<file path="config.mk">
export PLATFORM = sky130hd
export DESIGN_NAME = pipeline_flat
export DESIGN_NICKNAME = d
export VERILOG_FILES = /design/src/rtl/pipeline_if.sv /design/src/rtl/pipeline.sv /design/src/flat_wrapper.sv
export SDC_FILE = /design/constraint.sdc
export NUM_CORES = 2
export LEC_CHECK = 0
export CELL_PAD_IN_SITES_DETAIL_PLACEMENT = 1
export CELL_PAD_IN_SITES_GLOBAL_PLACEMENT = 1
export CORE_UTILIZATION = 54
export DETAILED_ROUTE_END_ITERATION = 6
export HOLD_SLACK_MARGIN = 0.06
export PLACE_DENSITY_LB_ADDON = 0.1
export SKIP_CTS_REPAIR_TIMING = 1
export SYNTH_ARGS = -nofsm -noshare
export SYNTH_HDL_FRONTEND = slang
export SYNTH_SLANG_ARGS = --single-unit
</file>
<file path="constraint.sdc">
create_clock -name btn -period 44.5 [get_ports btn]
set_input_delay 6.675 -clock btn [delete_from_list [all_inputs] [get_ports btn]]
set_output_delay 6.675 -clock btn [all_outputs]
set_load 0.01 [all_outputs]
</file>
<file path="src/rtl/pipeline_if.sv">
// pipeline_if: jump/write controls into the fetch-decode front end and
// the registered decode operands coming back out of it.
interface pipeline_if;
   logic        btnSelect;
   logic        btnWRselect;
   logic [31:0] jmpAddr;
   logic [31:0] dataRs;
   logic [31:0] dataRt;

   modport master (
      output btnSelect, btnWRselect, jmpAddr,
      input  dataRs, dataRt
   );

   modport slave (
      input  btnSelect, btnWRselect, jmpAddr,
      output dataRs, dataRt
   );
endinterface

</file>
<file path="src/rtl/pipeline.sv">
// pipeline: two-stage MIPS-style front end (fetch + decode) clocked by btn.
// Holds PC, a fixed 64-word instruction ROM, IF/ID, a 32x32 register file
// and the ID/EX operand registers driven onto dataRs/dataRt.
// Optional feature: define PIPELINE_BYPASS_EN to forward a same-edge
// register-file write into the operand being latched.
module pipeline (
   input  logic       btn,
   input  logic       rst,
   pipeline_if.slave  bus
);

   logic [31:0] pc;
   logic [5:0]  romK;
   logic [4:0]  romRs, romRt, romRd;
   logic [4:0]  ifRs, ifRt, ifRd;
   logic [31:0] regFile [32];
   logic [31:0] readRs, readRt;
   logic        wrEn;

   // Every ROM word is opcode 0 / shamt 0 / funct 0x20; only the register
   // fields vary, so the ROM and IF/ID carry just rs, rt and rd.
   always_comb begin
      romK  = pc[7:2];
      romRs = {romK[3:0], 1'b1};
      romRt = {romK[3:0], 1'b0} + 5'd2;
      romRd = romK[4:0] + 5'd16;
   end

   // Program counter and IF/ID register; reset loads a nop (all fields 0).
   always_ff @(posedge btn or posedge rst) begin
      if (rst) begin
         pc   <= '0;
         ifRs <= '0;
         ifRt <= '0;
         ifRd <= '0;
      end else begin
         pc   <= bus.btnSelect ? {bus.jmpAddr[31:2], 2'b00} : pc + 32'd4;
         ifRs <= romRs;
         ifRt <= romRt;
         ifRd <= romRd;
      end
   end

   assign wrEn = bus.btnWRselect && (ifRd != 5'd0);

   // Register file: reset reinitialises reg[i] = i; register 0 is never written.
   always_ff @(posedge btn or posedge rst) begin
      if (rst) begin
         for (int unsigned i = 0; i < 32; i++) begin
            regFile[i] <= 32'(i);
         end
      end else if (wrEn) begin
         regFile[ifRd] <= bus.jmpAddr;
      end
   end

   // Asynchronous read ports, optionally forwarding the write in flight.
   always_comb begin
      readRs = regFile[ifRs];
      readRt = regFile[ifRt];
`ifdef PIPELINE_BYPASS_EN
      if (wrEn && (ifRd == ifRs)) readRs = bus.jmpAddr;
      if (wrEn && (ifRd == ifRt)) readRt = bus.jmpAddr;
`else
      readRs = regFile[ifRs];
      readRt = regFile[ifRt];
`endif
   end

   // ID/EX operand registers.
   always_ff @(posedge btn or posedge rst) begin
      if (rst) begin
         bus.dataRs <= '0;
         bus.dataRt <= '0;
      end else begin
         bus.dataRs <= readRs;
         bus.dataRt <= readRt;
      end
   end

endmodule

</file>
<file path="src/flat_wrapper.sv">
// flat-port wrapper written by rule: the top's interface ports become plain ports
module pipeline_flat 
  (btn, rst, bus_btnSelect, bus_btnWRselect, bus_jmpAddr, bus_dataRs, bus_dataRt);
  pipeline_if bus_i ();
  input  logic btn;
  input  logic rst;
  input wire logic [$bits(bus_i.btnSelect)-1:0] bus_btnSelect;
  input wire logic [$bits(bus_i.btnWRselect)-1:0] bus_btnWRselect;
  input wire logic [$bits(bus_i.jmpAddr)-1:0] bus_jmpAddr;
  output wire logic [$bits(bus_i.dataRs)-1:0] bus_dataRs;
  output wire logic [$bits(bus_i.dataRt)-1:0] bus_dataRt;
  assign bus_i.btnSelect = bus_btnSelect;
  assign bus_i.btnWRselect = bus_btnWRselect;
  assign bus_i.jmpAddr = bus_jmpAddr;
  assign bus_dataRs = bus_i.dataRs;
  assign bus_dataRt = bus_i.dataRt;
  pipeline u_core (.btn(btn), .rst(rst), .bus(bus_i));
endmodule
</file>
# Word level (Yosys, flattened, before mapping)
# Index checks and enable logic that the tools add are counted.
[totals] input_bits=36 ff_bits=1135
[op_classes] n_lt_le_gt_ge=4 add_sub_neg=3 muxes=10 n_reduce_logical=3 bitwise_logic=3
[op_table] operator="$bwmux 1024" n=1
[op_table] operator="$bmux 32 s5" n=2
[op_table] operator="$mux 32" n=6
[op_table] operator="$demux 32 s5" n=1
[op_table] operator="$add 32x3->32 const B" n=1
[op_table] operator="$ge 6x6->1 const B" n=3
[op_table] operator="$not 5->6" n=3
[op_table] operator="$lt 6x1->1 const B" n=1
[op_table] operator="$add 5x2->5 const B" n=1
[op_table] operator="$add 5x5->5 const B" n=1
[op_table] operator="$reduce_bool 5->1" n=1
[op_table] operator="$logic_and 1x1->1" n=2

# Logic depth before layout (Yosys ltp)
[logic_depth] depth_word=6 ltp_mapped=8 depth_no_buf=4

# Worst setup path after synthesis
# Ideal clock, no wire load.
[synth_timing] kind="input to register" startpoint="in bus_btnWRselect" endpoint="reg u_core.regFile[910] in the netlist's numbering" arrival_ns=7.815 path_slack_ns=36.558 path_stages=5 required_ns=44.372 setup_time_ns=0.128 path_cell_list="buf_2 clkbuf_1 nand3_1 buf_2 mux2_1"
[synth_via] elab_chain_cells=1
[synth_rtl] item="start: declaration" line_no="flat_wrapper.sv:8" source="input wire logic [$bits(bus_i.btnWRselect)-1:0] bus_btnWRselect;"
[synth_rtl] item="$logic_and 1x1->1" line_no="pipeline.sv:44" source="assign wrEn = bus.btnWRselect && (ifRd != 5'd0);"
[synth_rtl] item="end signal: indexed assignment" line_no="pipeline.sv:50" source="regFile[i] <= 32'(i);"
[synth_rtl] item="end signal: indexed assignment" line_no="pipeline.sv:53" source="regFile[ifRd] <= bus.jmpAddr;"
[synth_rtl] item="end: declaration" line_no="pipeline.sv:16" source="logic [31:0] regFile [32];"
# No other way between the ends.
# A chain may end at the register's enable or synchronous reset.

==> run summary <==
Run status = finished, final reports clean
Synth top area share = 49.1%
Global-route wire length before repair = 244000 um
Area grow syn2layout = 10.8%
Synthesized area = 52100 sq um
Clock H-tree levels = 3
# rows = 113
Core area = 95300 sq um
Critical Path RT = 45.07 ns
CTS tree = done
CTS Sinks = 1103
Psw = 0.00121 W
Pwr/cell area = 69.5 nW/um^2
Fin nets = 3227
Synth area leader = dfrtp_1
Die H = 313 um
Ys flop type = dfrtp_1
Period utilization = 24.3%
Worst vdd ir = 0.0000378 V
Area of the multi-input gates = 22900 sq um
Number of flops mapped to enable cells by yosys = 0
Total negative setup slack = 0 ns
Largest net degree at the start of global routing = 180
Fillers = 8337
Vias in the first global route = 34887
Synth Net Count = 3311
Post-Route WL = 163000 um
Initial Util = 54.7%
Combinational cell fraction of total power = 28.9%
Total GRT Usage = 34.2%
Non-Filler Instances = 4553
Sequential area share after synthesis = 53.1%
CTS max path bufs = 3
Switching Fraction = 30.2%
Max Cap Violations = 0
IO Pins = 100
Asr flop ratio synth = 100%
Post-synth cell types = 43
Remaining Overflow, GRT = 0
Clock share of power = 25.4%
Die area = 97800 sq um
Flop pwr share = 45.7%
Die X-Extent = 313 um
Routed vias/inst = 6.90
Final setup fails = 0
Input/output buffers = 99
DRT Pass-1 Iters = 5
CP Class = primary input to async pin
Clock-pin slew on the worst setup and hold paths = 0.06 ns
Min Tclk post-route = 10.81 ns
Clock skew = 0.0205 ns
Post-DRT Antenna Nets = 0
DP Wirelength = 89700 um
Initial antenna violation count = 3
Ratio of cells with drive above 1 in the final layout = 52.0%
Worst Tran Pin Value = 1.25 ns
DR WL/cell = 35.8 um
Leakage = 25.0 nW
Crit. End Element = async pin
Crit-path max FO = 174
Flip-flop and latch count after synthesis = 1103
Mapped Cells = 3274
Startpoint Class = primary input
DRC = 0
Yosys warns = 0
PnR Total Power = 0.00402 W
Internal = 0.00281 W
Most frequent cell on the critical path = buf_4
TritonCTS Buffers = 116
Via count = 31438
Slew Limit Fails = 0
F_max = 92.5 MHz
Critical path, cell by cell = clkdlybuf4s50_1 -> inv_8 -> buf_4 -> buf_4 -> buf_12 -> buf_4
Storage cell area = 27700 sq um
CTS root buf = clkbuf_16
Ant. Diodes = 0
Avg Cell Area, Syn = 15.9 sq um
Hold Fails Final Rpt = 0
Top post-synthesis cells by area = dfrtp_1 (49%), mux2_2 (20%), mux4_2 (15%), dfstp_2 (4.0%), mux2_1 (1.5%)
RSZ-0062 raised after global routing = false
Placer Congestion = 0.781
Clk_lat worst skew = 0.71 ns
1st-iter DRT viols = 2841
Min-delay worst type = flip-flop to flip-flop
CP max-delay cell = buf_4
Critical Path AT = 11.39 ns
Post-placement cell count = 4337
Crit-path max cell delay = 0.87 ns
Headroom to the max-slew limit = 16.9%
==> metal layers <==
layer | share of wire (%) | wire (um) | GRT usage, %
met5 | 0.010 | 17 | 0
met4 | 4.1 | 6690 | 12.8
met3 | 5.6 | 9110 | 5.01
met2 | 49 | 79600 | 55.0
met1 | 41 | 67700 | 47.6
==> layout make-up <==
type                    count  area share, %
clock buffers             176           6.05
repair buffers            170           2.70
clock inverters            40          0.885
flip-flops and latches   1103           48.0
well taps                1265           2.74
multi-input cells        1795           39.6
inverters                   4         0.0390
==> logic make-up (layout without fill, tap and decap cells) <==
family	count (synthesis)	count (layout)	synth area share, %
xor gates and xnor gates	3	3	0.0504
DFF	1103	1103	53.1
other	1	1	0.00719
adders and majority gates	1	1	0.0240
muxes	1429	1429	38.3
AOI/OAI and AO/OA	261	261	4.02
buffers and inverters	376	390	3.47
and+or+nand+nor	100	100	0.981
==> state kept, by name (all words and copies together) (netlist names) <==
| name | flops |
|---|---|
| u_core.bus.dataRt | 32 |
| u_core.ifRs | 4 |
| u_core.ifRd | 2 |
| u_core.regFile | 1024 |
| u_core.ifRt | 4 |
| u_core.bus.dataRs | 32 |
| u_core.pc | 5 |
==> power groups by stage <==
stage | clock, W | sequential (W) | combinational, W
after global routing | 0.00107 | 0.00189 | 0.00123
after floorplan | 0 | 0.00170 | 0.000875
after global placement | 0 | 0.00178 | 0.00110
after detailed placement | 0 | 0.00184 | 0.00115
after CTS | 0.00103 | 0.00182 | 0.00117
final | 0.00102 | 0.00184 | 0.00116
==> path summary, 6_finish.rpt <==
path,startpoint,end,slack (ns),depth (start not counted)
min,u_core.regFile[1009]$_DFFE_PP0P_,u_core.regFile[1009]$_DFFE_PP0P_,0.40,0
min in group asynchronous,rst,u_core.regFile[654]$_DFFE_PP0P_,6.54,2
max reg2reg,u_core.ifRs[2]$_DFF_PP0_,u_core.regFile[530]$_DFFE_PP0P_,39.29,6
min reg2reg,u_core.regFile[1009]$_DFFE_PP0P_,u_core.regFile[1009]$_DFFE_PP0P_,0.40,0
max in group btn,bus_btnWRselect,u_core.regFile[551]$_DFFE_PP0P_,34.81,5
max,rst,u_core.ifRs[0]$_DFF_PP0_,33.69,6
==> cell usage in the layout (no fill, tap or decap), types with 29 or more instances in the layout <==
| cell | instances |
|---|---|
| mux2i_1 | 64 |
| dfrtp_1 | 1014 |
| a221oi_1 | 64 |
| mux2_2 | 942 |
| mux4_2 | 350 |
| clkdlybuf4s50_1 | 99 |
| dfstp_2 | 80 |
| mux2_1 | 71 |
| clkbuf_16 | 121 |
| clkbuf_1 | 29 |
| a22oi_1 | 53 |
| buf_4 | 68 |
==> cells in the mapped netlist (3+ instances only) <==
cell type,instances
mux2_1,71
clkbuf_1,187
a31o_1,15
o221a_2,26
buf_4,12
buf_1,4
a311oi_1,11
a221oi_1,64
buf_2,149
dfrtp_1,1023
o21a_1,11
nor2b_1,30
buf_6,15
mux2_2,942
buf_8,5
mux4_2,350
nand3b_1,3
o21ai_0,11
nor2_1,19
a21oi_1,27
a211o_1,15
nand3_1,14
o21ai_1,5
nand2_1,23
nand4_1,4
a31o_2,6
dfstp_2,80
inv_1,4
mux2i_1,64
a211oi_1,11
a22oi_1,53
o221ai_1,6
==> through the flow <==
stage	hold WS, ns	cell area, sq um	worst slack (ns)	util [%]
after global placement	0.377	53800	33.05	56.4
after floorplan	0.378	52100	6.90	-
final	0.395	57800	33.69	60.6
after CTS	0.397	57800	33.57	60.6
after detailed placement	0.384	53800	32.85	56.4
after global routing	0.413	57800	33.05	60.6
==> critical path: cells and delay by family <==
kind     cells  cell delay [ns]
buf+inv      6             4.32
(Power assumes the default switching activity.)
